$ cat src/rtl/synth_pkg.sv
// Shared types and constants for the polyphonic voice allocator.
// Note-to-phase-increment table for 48 kHz output, A4 (note 69) = 440 Hz.
package synth_pkg;

  typedef enum logic [1:0] {
    ST_IDLE,
    ST_SCAN,
    ST_COMMIT
  } alloc_state_t;

  localparam int NUM_VOICES_DEF = 8;
  localparam int FREQ_W_DEF     = 32;
  localparam int VOL_W_DEF      = 16;

  localparam int INC_W = 32;
  typedef logic [127:0][INC_W-1:0] inc_tab_t;

  // Increments for notes 120..131 (C9..B9), truncated. Lower octaves halve per octave.
  function automatic logic [INC_W-1:0] top_octave_inc(input int semi);
    case (semi)
      0:       return 32'd749115497;
      1:       return 32'd793660223;
      2:       return 32'd840853716;
      3:       return 32'd890853480;
      4:       return 32'd943826384;
      5:       return 32'd999949222;
      6:       return 32'd1059409297;
      7:       return 32'd1122405052;
      8:       return 32'd1189146730;
      9:       return 32'd1259857073;
      10:      return 32'd1334772073;
      default: return 32'd1414141752;
    endcase
  endfunction

  function automatic inc_tab_t build_inc_tab();
    inc_tab_t t;
    t = '0;
    for (int n = 0; n < 128; n++) begin
      t[n] = top_octave_inc(n % 12) >> (10 - n / 12);
    end
    return t;
  endfunction

  localparam inc_tab_t NOTE_INC = build_inc_tab();

endpackage

$ cat src/rtl/note_freq_rom.sv
// Registered note-number to phase-increment lookup; one cycle latency.
// No handshake: output follows the note input every cycle.
module note_freq_rom
  import synth_pkg::*;
#(
  parameter int FREQ_W = FREQ_W_DEF
) (
  input  logic              clk,
  input  logic              reset,
  input  logic [6:0]        i_note,
  output logic [FREQ_W-1:0] o_freq
);

  localparam logic [INC_W-1:0] INC0 = NOTE_INC[0];

  logic [INC_W-1:0]  w_inc;
  logic [FREQ_W-1:0] w_freq;
  logic [FREQ_W-1:0] w_freq0;
  logic [FREQ_W-1:0] r_freq;

  assign w_inc = NOTE_INC[i_note];

  // Narrow outputs keep the most significant increment bits so pitch stays correct.
  if (FREQ_W >= INC_W) begin : g_wide
    assign w_freq  = FREQ_W'(w_inc);
    assign w_freq0 = FREQ_W'(INC0);
  end else begin : g_narrow
    assign w_freq  = w_inc[INC_W-1 -: FREQ_W];
    assign w_freq0 = INC0[INC_W-1 -: FREQ_W];
  end

  always_ff @(posedge clk) begin
    if (reset) begin
      r_freq <= w_freq0;
    end else begin
      r_freq <= w_freq;
    end
  end

  assign o_freq = r_freq;

endmodule

$ cat src/rtl/voice_allocator.sv
// Polyphonic voice allocator with per-voice AR envelope; event committed NUM_VOICES+2 cycles after transfer.
// note_ready is low from the cycle after a transfer until the allocation has been applied.
module voice_allocator
  import synth_pkg::*;
#(
  parameter int NUM_VOICES   = NUM_VOICES_DEF,
  parameter int FREQ_W       = FREQ_W_DEF,
  parameter int VOL_W        = VOL_W_DEF,
  parameter int ATTACK_STEP  = 2048,
  parameter int RELEASE_STEP = 512
) (
  input  logic                         clk,
  input  logic                         reset,
  input  logic                         note_valid,
  output logic                         note_ready,
  input  logic                         note_on,
  input  logic [6:0]                   note_code,
  input  logic                         env_tick,
  output logic [NUM_VOICES*FREQ_W-1:0] frequencies,
  output logic [NUM_VOICES*VOL_W-1:0]  voice_volumes,
  output logic [NUM_VOICES-1:0]        voice_active
);

  localparam int IW = $clog2(NUM_VOICES);
  localparam int CW = $clog2(NUM_VOICES + 1);
  localparam logic [VOL_W:0] VOL_MAX = {1'b0, {VOL_W{1'b1}}};
  localparam logic [VOL_W:0] ATK     = (VOL_W+1)'(ATTACK_STEP);
  localparam logic [VOL_W:0] REL     = (VOL_W+1)'(RELEASE_STEP);

  alloc_state_t r_state, w_state_nxt;

  logic [NUM_VOICES-1:0] r_gate;
  logic [6:0]            r_note [NUM_VOICES];
  logic [VOL_W-1:0]      r_vol  [NUM_VOICES];
  logic [VOL_W-1:0]      w_vol_nxt [NUM_VOICES];
  logic [IW-1:0]         r_steal_ptr;

  logic [CW-1:0]    r_scan_cnt;
  logic [IW-1:0]    w_rd_idx;
  logic             r_ev_on;
  logic [6:0]       r_ev_code;

  logic             r_p_vld;
  logic             r_p_gate;
  logic [6:0]       r_p_note;
  logic [VOL_W-1:0] r_p_vol;
  logic [IW-1:0]    r_p_idx;
  logic             w_p_match;

  logic             r_match_fnd, r_idle_fnd, r_rel_fnd;
  logic [IW-1:0]    r_match_idx, r_idle_idx, r_rel_idx;
  logic [VOL_W-1:0] r_rel_vol;

  logic             w_xfer;
  logic             w_wr;
  logic             w_clr;
  logic             w_steal;
  logic [IW-1:0]    w_tgt;

  assign note_ready = (r_state == ST_IDLE) && !reset;
  assign w_xfer     = note_valid && note_ready;
  assign w_rd_idx   = IW'(r_scan_cnt);

  always_comb begin
    w_state_nxt = r_state;
    case (r_state)
      ST_IDLE:   if (w_xfer) w_state_nxt = ST_SCAN;
      ST_SCAN:   if (r_scan_cnt == CW'(NUM_VOICES)) w_state_nxt = ST_COMMIT;
      ST_COMMIT: w_state_nxt = ST_IDLE;
      default:   w_state_nxt = ST_IDLE;
    endcase
  end

  // Note-on also matches a decaying voice; note-off only a held one.
  assign w_p_match = (r_p_note == r_ev_code) && (r_p_gate || (r_ev_on && (r_p_vol != '0)));

  // Voice reads are registered, so the last index is judged one cycle after it is read.
  always_ff @(posedge clk) begin
    if (reset) begin
      r_state     <= ST_IDLE;
      r_scan_cnt  <= '0;
      r_ev_on     <= 1'b0;
      r_ev_code   <= '0;
      r_p_vld     <= 1'b0;
      r_p_gate    <= 1'b0;
      r_p_note    <= '0;
      r_p_vol     <= '0;
      r_p_idx     <= '0;
      r_match_fnd <= 1'b0;
      r_idle_fnd  <= 1'b0;
      r_rel_fnd   <= 1'b0;
      r_match_idx <= '0;
      r_idle_idx  <= '0;
      r_rel_idx   <= '0;
      r_rel_vol   <= '0;
    end else begin
      r_state <= w_state_nxt;
      r_p_vld <= 1'b0;
      if (w_xfer) begin
        r_ev_on     <= note_on;
        r_ev_code   <= note_code;
        r_scan_cnt  <= '0;
        r_match_fnd <= 1'b0;
        r_idle_fnd  <= 1'b0;
        r_rel_fnd   <= 1'b0;
      end
      if (r_state == ST_SCAN) begin
        r_scan_cnt <= r_scan_cnt + 1'b1;
        r_p_vld    <= (r_scan_cnt < CW'(NUM_VOICES));
        r_p_gate   <= r_gate[w_rd_idx];
        r_p_note   <= r_note[w_rd_idx];
        r_p_vol    <= r_vol[w_rd_idx];
        r_p_idx    <= w_rd_idx;
      end
      if (r_p_vld) begin
        if (!r_match_fnd && w_p_match) begin
          r_match_fnd <= 1'b1;
          r_match_idx <= r_p_idx;
        end
        if (!r_idle_fnd && !r_p_gate && (r_p_vol == '0)) begin
          r_idle_fnd <= 1'b1;
          r_idle_idx <= r_p_idx;
        end
        if (!r_p_gate && (!r_rel_fnd || (r_p_vol < r_rel_vol))) begin
          r_rel_fnd <= 1'b1;
          r_rel_idx <= r_p_idx;
          r_rel_vol <= r_p_vol;
        end
      end
    end
  end

  always_comb begin
    w_tgt   = r_steal_ptr;
    w_wr    = 1'b0;
    w_clr   = 1'b0;
    w_steal = 1'b0;
    if (r_state == ST_COMMIT) begin
      if (r_ev_on) begin
        w_wr = 1'b1;
        if (r_match_fnd) begin
          w_tgt = r_match_idx;
        end else if (r_idle_fnd) begin
          w_tgt = r_idle_idx;
          w_clr = 1'b1;
        end else if (r_rel_fnd) begin
          w_tgt = r_rel_idx;
          w_clr = 1'b1;
        end else begin
          w_clr   = 1'b1;
          w_steal = 1'b1;
        end
      end else if (r_match_fnd) begin
        w_wr  = 1'b1;
        w_tgt = r_match_idx;
      end
    end
  end

  always_ff @(posedge clk) begin
    if (reset) begin
      r_gate      <= '0;
      r_steal_ptr <= '0;
      for (int i = 0; i < NUM_VOICES; i++) begin
        r_note[i] <= '0;
        r_vol[i]  <= '0;
      end
    end else begin
      if (w_steal) begin
        r_steal_ptr <= (r_steal_ptr == IW'(NUM_VOICES - 1)) ? '0 : r_steal_ptr + 1'b1;
      end
      for (int i = 0; i < NUM_VOICES; i++) begin
        if (w_wr && (w_tgt == IW'(i))) begin
          r_gate[i] <= r_ev_on;
          if (r_ev_on) r_note[i] <= r_ev_code;
          if (w_clr)   r_vol[i]  <= '0;
        end else if (env_tick) begin
          r_vol[i] <= w_vol_nxt[i];
        end
      end
    end
  end

  for (genvar g = 0; g < NUM_VOICES; g++) begin : g_voice
    logic [VOL_W:0] w_up;
    assign w_up = {1'b0, r_vol[g]} + ATK;
    assign w_vol_nxt[g] = r_gate[g]
        ? ((w_up > VOL_MAX) ? VOL_MAX[VOL_W-1:0] : w_up[VOL_W-1:0])
        : (({1'b0, r_vol[g]} > REL) ? (r_vol[g] - REL[VOL_W-1:0]) : '0);

    assign voice_volumes[g*VOL_W +: VOL_W] = r_vol[g];
    assign voice_active[g] = r_gate[g] || (r_vol[g] != '0);

    note_freq_rom #(.FREQ_W(FREQ_W)) u_rom (
      .clk    (clk),
      .reset  (reset),
      .i_note (r_note[g]),
      .o_freq (frequencies[g*FREQ_W +: FREQ_W])
    );
  end

endmodule

$ cat config.mk
export PLATFORM = sky130hd
export DESIGN_NAME = voice_allocator
export DESIGN_NICKNAME = d
export VERILOG_FILES = /design/src/rtl/synth_pkg.sv /design/src/rtl/note_freq_rom.sv /design/src/rtl/voice_allocator.sv
export SDC_FILE = /design/constraint.sdc
export NUM_CORES = 2
export LEC_CHECK = 0
export BUFFER_PORTS_ARGS = -buffer_cell sky130_fd_sc_hd__buf_2
export CAP_MARGIN = 20
export CORE_ASPECT_RATIO = 0.75
export CORE_MARGIN = 2
export CORE_UTILIZATION = 30
export DETAILED_ROUTE_END_ITERATION = 7
export SYNTH_ARGS = -nofsm -noshare
export SYNTH_HDL_FRONTEND = slang
export SYNTH_SLANG_ARGS = --single-unit
$ cat constraint.sdc
create_clock -name clk -period 6.5 [get_ports clk]
set_input_delay 0.325 -clock clk [delete_from_list [all_inputs] [get_ports clk]]
set_output_delay 0.325 -clock clk [all_outputs]
set_load 0.05 [all_outputs]
==> run summary <==
Cell-by-cell trace of the critical path - clkinv_1, ha_1, mux2i_1, o21ai_0, mux4_2, nor2_1, a311oi_1
Core area - 145,000 sq um
Reg2reg start - r_note[5][0]
Register area share after synthesis - 0.224
Drt pass-1 iters - 8
Worst hold path class - input port to flip-flop
Post-synth ARST share - 0
Row cnt - 121
Slowest-stage cell, CP - ha_1
Fin crit share - 0.553
Fmax - 278 MHz
Max-cap violations - 0
Violated checks - design-rule violations
Vias in the first global route - 42,200
Final net count - 5,845
Non-Filler Instances - 7,708
Clock Tree Buf Depth - 3
Share of cells above drive strength 1 - 0.156
DR vias/cell - 6.12
Cells after DPL - 7,593
WL final - 182,000 um
Slew margin rel. - 0.319
TritonCTS clock tree - done
Crit path required time - 7070 ps
Clk sinks - 433
Antenna viol nets, final - 0
Post-CTS setup buffer count - 0
Critical Path Sink Type - flip-flop
Post-route design area - 48,300 sq um
CTS buffer count - 55
Crit Path Class - flip-flop to flip-flop
GRT Residual Overflow - 0
Yosys reg bits - 433
Synth warnings - 0
Cells after synthesis - 5,803
Worst Tran Pin Value - 1010 ps
Most frequent cells in the layout - nor2_1 (599), nand2_1 (583), a21oi_1 (523), o21ai_0 (397), buf_2 (395)
Root Driver - clkbuf_16
Overall Global Routing Usage - 0.229
CP Data Arrival Time - 4170 ps
Delay-heaviest family, CP - compound AO/OA/AOI/OAI gates
Most common cell after layout, fill and taps aside - nor2_1
Hold slack - 92.0 ps
First-pass GRT wire length - 271,000 um
Critical path launch point type - flip-flop
Min-delay src - reset
Skew-Pair Late Insertion Delay - 690 ps
Pin count of the biggest net entering global routing - 109
RSZ-0062 raised after global routing - false
Main synth FF type - dfxtp_1
Port Buf Inserts - 396
Drt wl/cell - 23.6 um
Hold buffers post-CTS - 8
Crit path from - r_note[5][0]
Die area - 150,000 sq um
Synth Cell Area - 44,100 sq um
Reg clk slew, reported paths - 60 ps
Final worst path period need - 3600 ps
Syn avg cell area - 7.59 sq um
Initial antenna violation count - 3
Outcome - finished, violations left
Synth unique cells - 96
DP Area - 46,200 sq um
Io pins - 405
Max-slew violation count - 0
Final hold violations - 0
Final worst slack - 2900 ps
Peak VDD IR - 0.000206 V
Drt initial violations - 7,842
DIE WIDTH - 447 um
Setup tns final - 0 ps
Worst clock skew - 40.2 ps
Initial core utilization - 0.303
GPL Wtd Cong - 1.03
H-tree depth - 2
Buf+Inv Stages, Crit Path - 1
Post-synth EDFFs - 120
DRC Markers - 1
Die height - 336 um
DP Wirelength - 128,000 um
Setup violators final - 0
DP Worst Slack - 3050 ps
Pwr/cell area - 200 nW/um^2
Worst path max stage delay - 990 ps
P&R area growth vs syn - 9.64%
Critical-path maximum fanout - 20
Via count - 47,200
Static Leak - 0.0185 uW
PostCTS Resize Cnt - 0
[metal layers]
metal / share of wire / wire [um] / global-route usage / up-vias
met5: 0 / 0 / 0 / -
met4: 0.034 / 6120 / 0.0741 / 0
met3: 0.12 / 21300 / 0.0568 / 348
met2: 0.42 / 75900 / 0.327 / 3188
met1: 0.43 / 78200 / 0.332 / 22500
li1: - / - / - / 21200
[cells by family (layout without fill, tap and decap cells)]
group                      after synthesis  count (layout)  synth area share
and+or+nand+nor                       1909            1909             0.199
adders and majority gates              142             142            0.0403
other                                    1               9         0.0000851
buffers and inverters                  836             765            0.0821
muxes                                  495             495             0.157
DFF                                    433             433             0.224
xor gates and xnor gates                66              66            0.0131
AOI/OAI and AO/OA                     1921            1921             0.284
[worst reg2reg max path, stage by stage (launching register included)]
cell and delay [ps]:
edfxtp_1 350, clkinv_1 380, ha_1 990, mux2i_1 340, o21ai_0 700, mux4_2 380
nor2_1 40, a311oi_1 320
[flip-flops by register name, summed over array words and instances, names as in the netlist, 4 cells and up]
| register | flops |
|---|---|
| g_voice.u_rom.o_freq | 248 |
| r_vol | 64 |
| r_note | 56 |
| r_gate | 8 |
| r_p_vol | 8 |
| r_rel_vol | 8 |
| r_ev_code | 7 |
| r_p_note | 7 |
| r_scan_cnt | 4 |
[report_power, final]
group / internal [uW] / total, uW / switching, uW
logic: 962 / 3170 / 2210
clock network: 1900 / 3320 / 1420
registers: 2960 / 3160 / 201
total: 5820 / 9650 / 3830
[final timing paths]
kind,end,slack [ps],depth (start not counted)
hold reg to reg,r_rel_idx[1],460,2
hold / removal,r_gate[6],90,2
setup / recovery,g_voice[5].u_rom.o_freq[9],2900,7
setup reg to reg,g_voice[5].u_rom.o_freq[9],2900,7
[synth_stat cells (all sizes together), types with 136 or more instances]
master / n / area, sq um
nand3: 136 / 681
nor2: 599 / 2250
a21oi: 523 / 2620
inv: 149 / 559
dfxtp: 313 / 6270
nand2: 583 / 2190
clkbuf: 343 / 1290
buf: 333 / 1730
a211oi: 177 / 1340
ha: 141 / 1760
mux2i: 273 / 2730
o21ai: 410 / 2060
mux4: 151 / 3400
[area by class of cell]
cell class                      instances  area [sq um]
Fill cell                           15400         97200
Multi-Input combinational cell       4541         30600
Sequential cell                       433          9870
Timing Repair Buffer                  501          2800
Tap cell                             1968          2460
Clock buffer                           73          1620
Inverter                              160           603
Clock inverter                         31           342
Antenna cell                            1          2.50
[through the flow]
| stage | total power, uW | utilization |
|---|---|---|
| 6_report | 9650 | 0.332 |
| 5_1_grt | 10100 | 0.332 |
| 4_1_cts | 9710 | 0.332 |
| 3_5_place_dp | 6300 | 0.318 |
| 3_3_place_gp | 6290 | 0.318 |
| 2_1_floorplan | 5500 | - |
No activity file was read; power rests on OpenSTA's default activity.
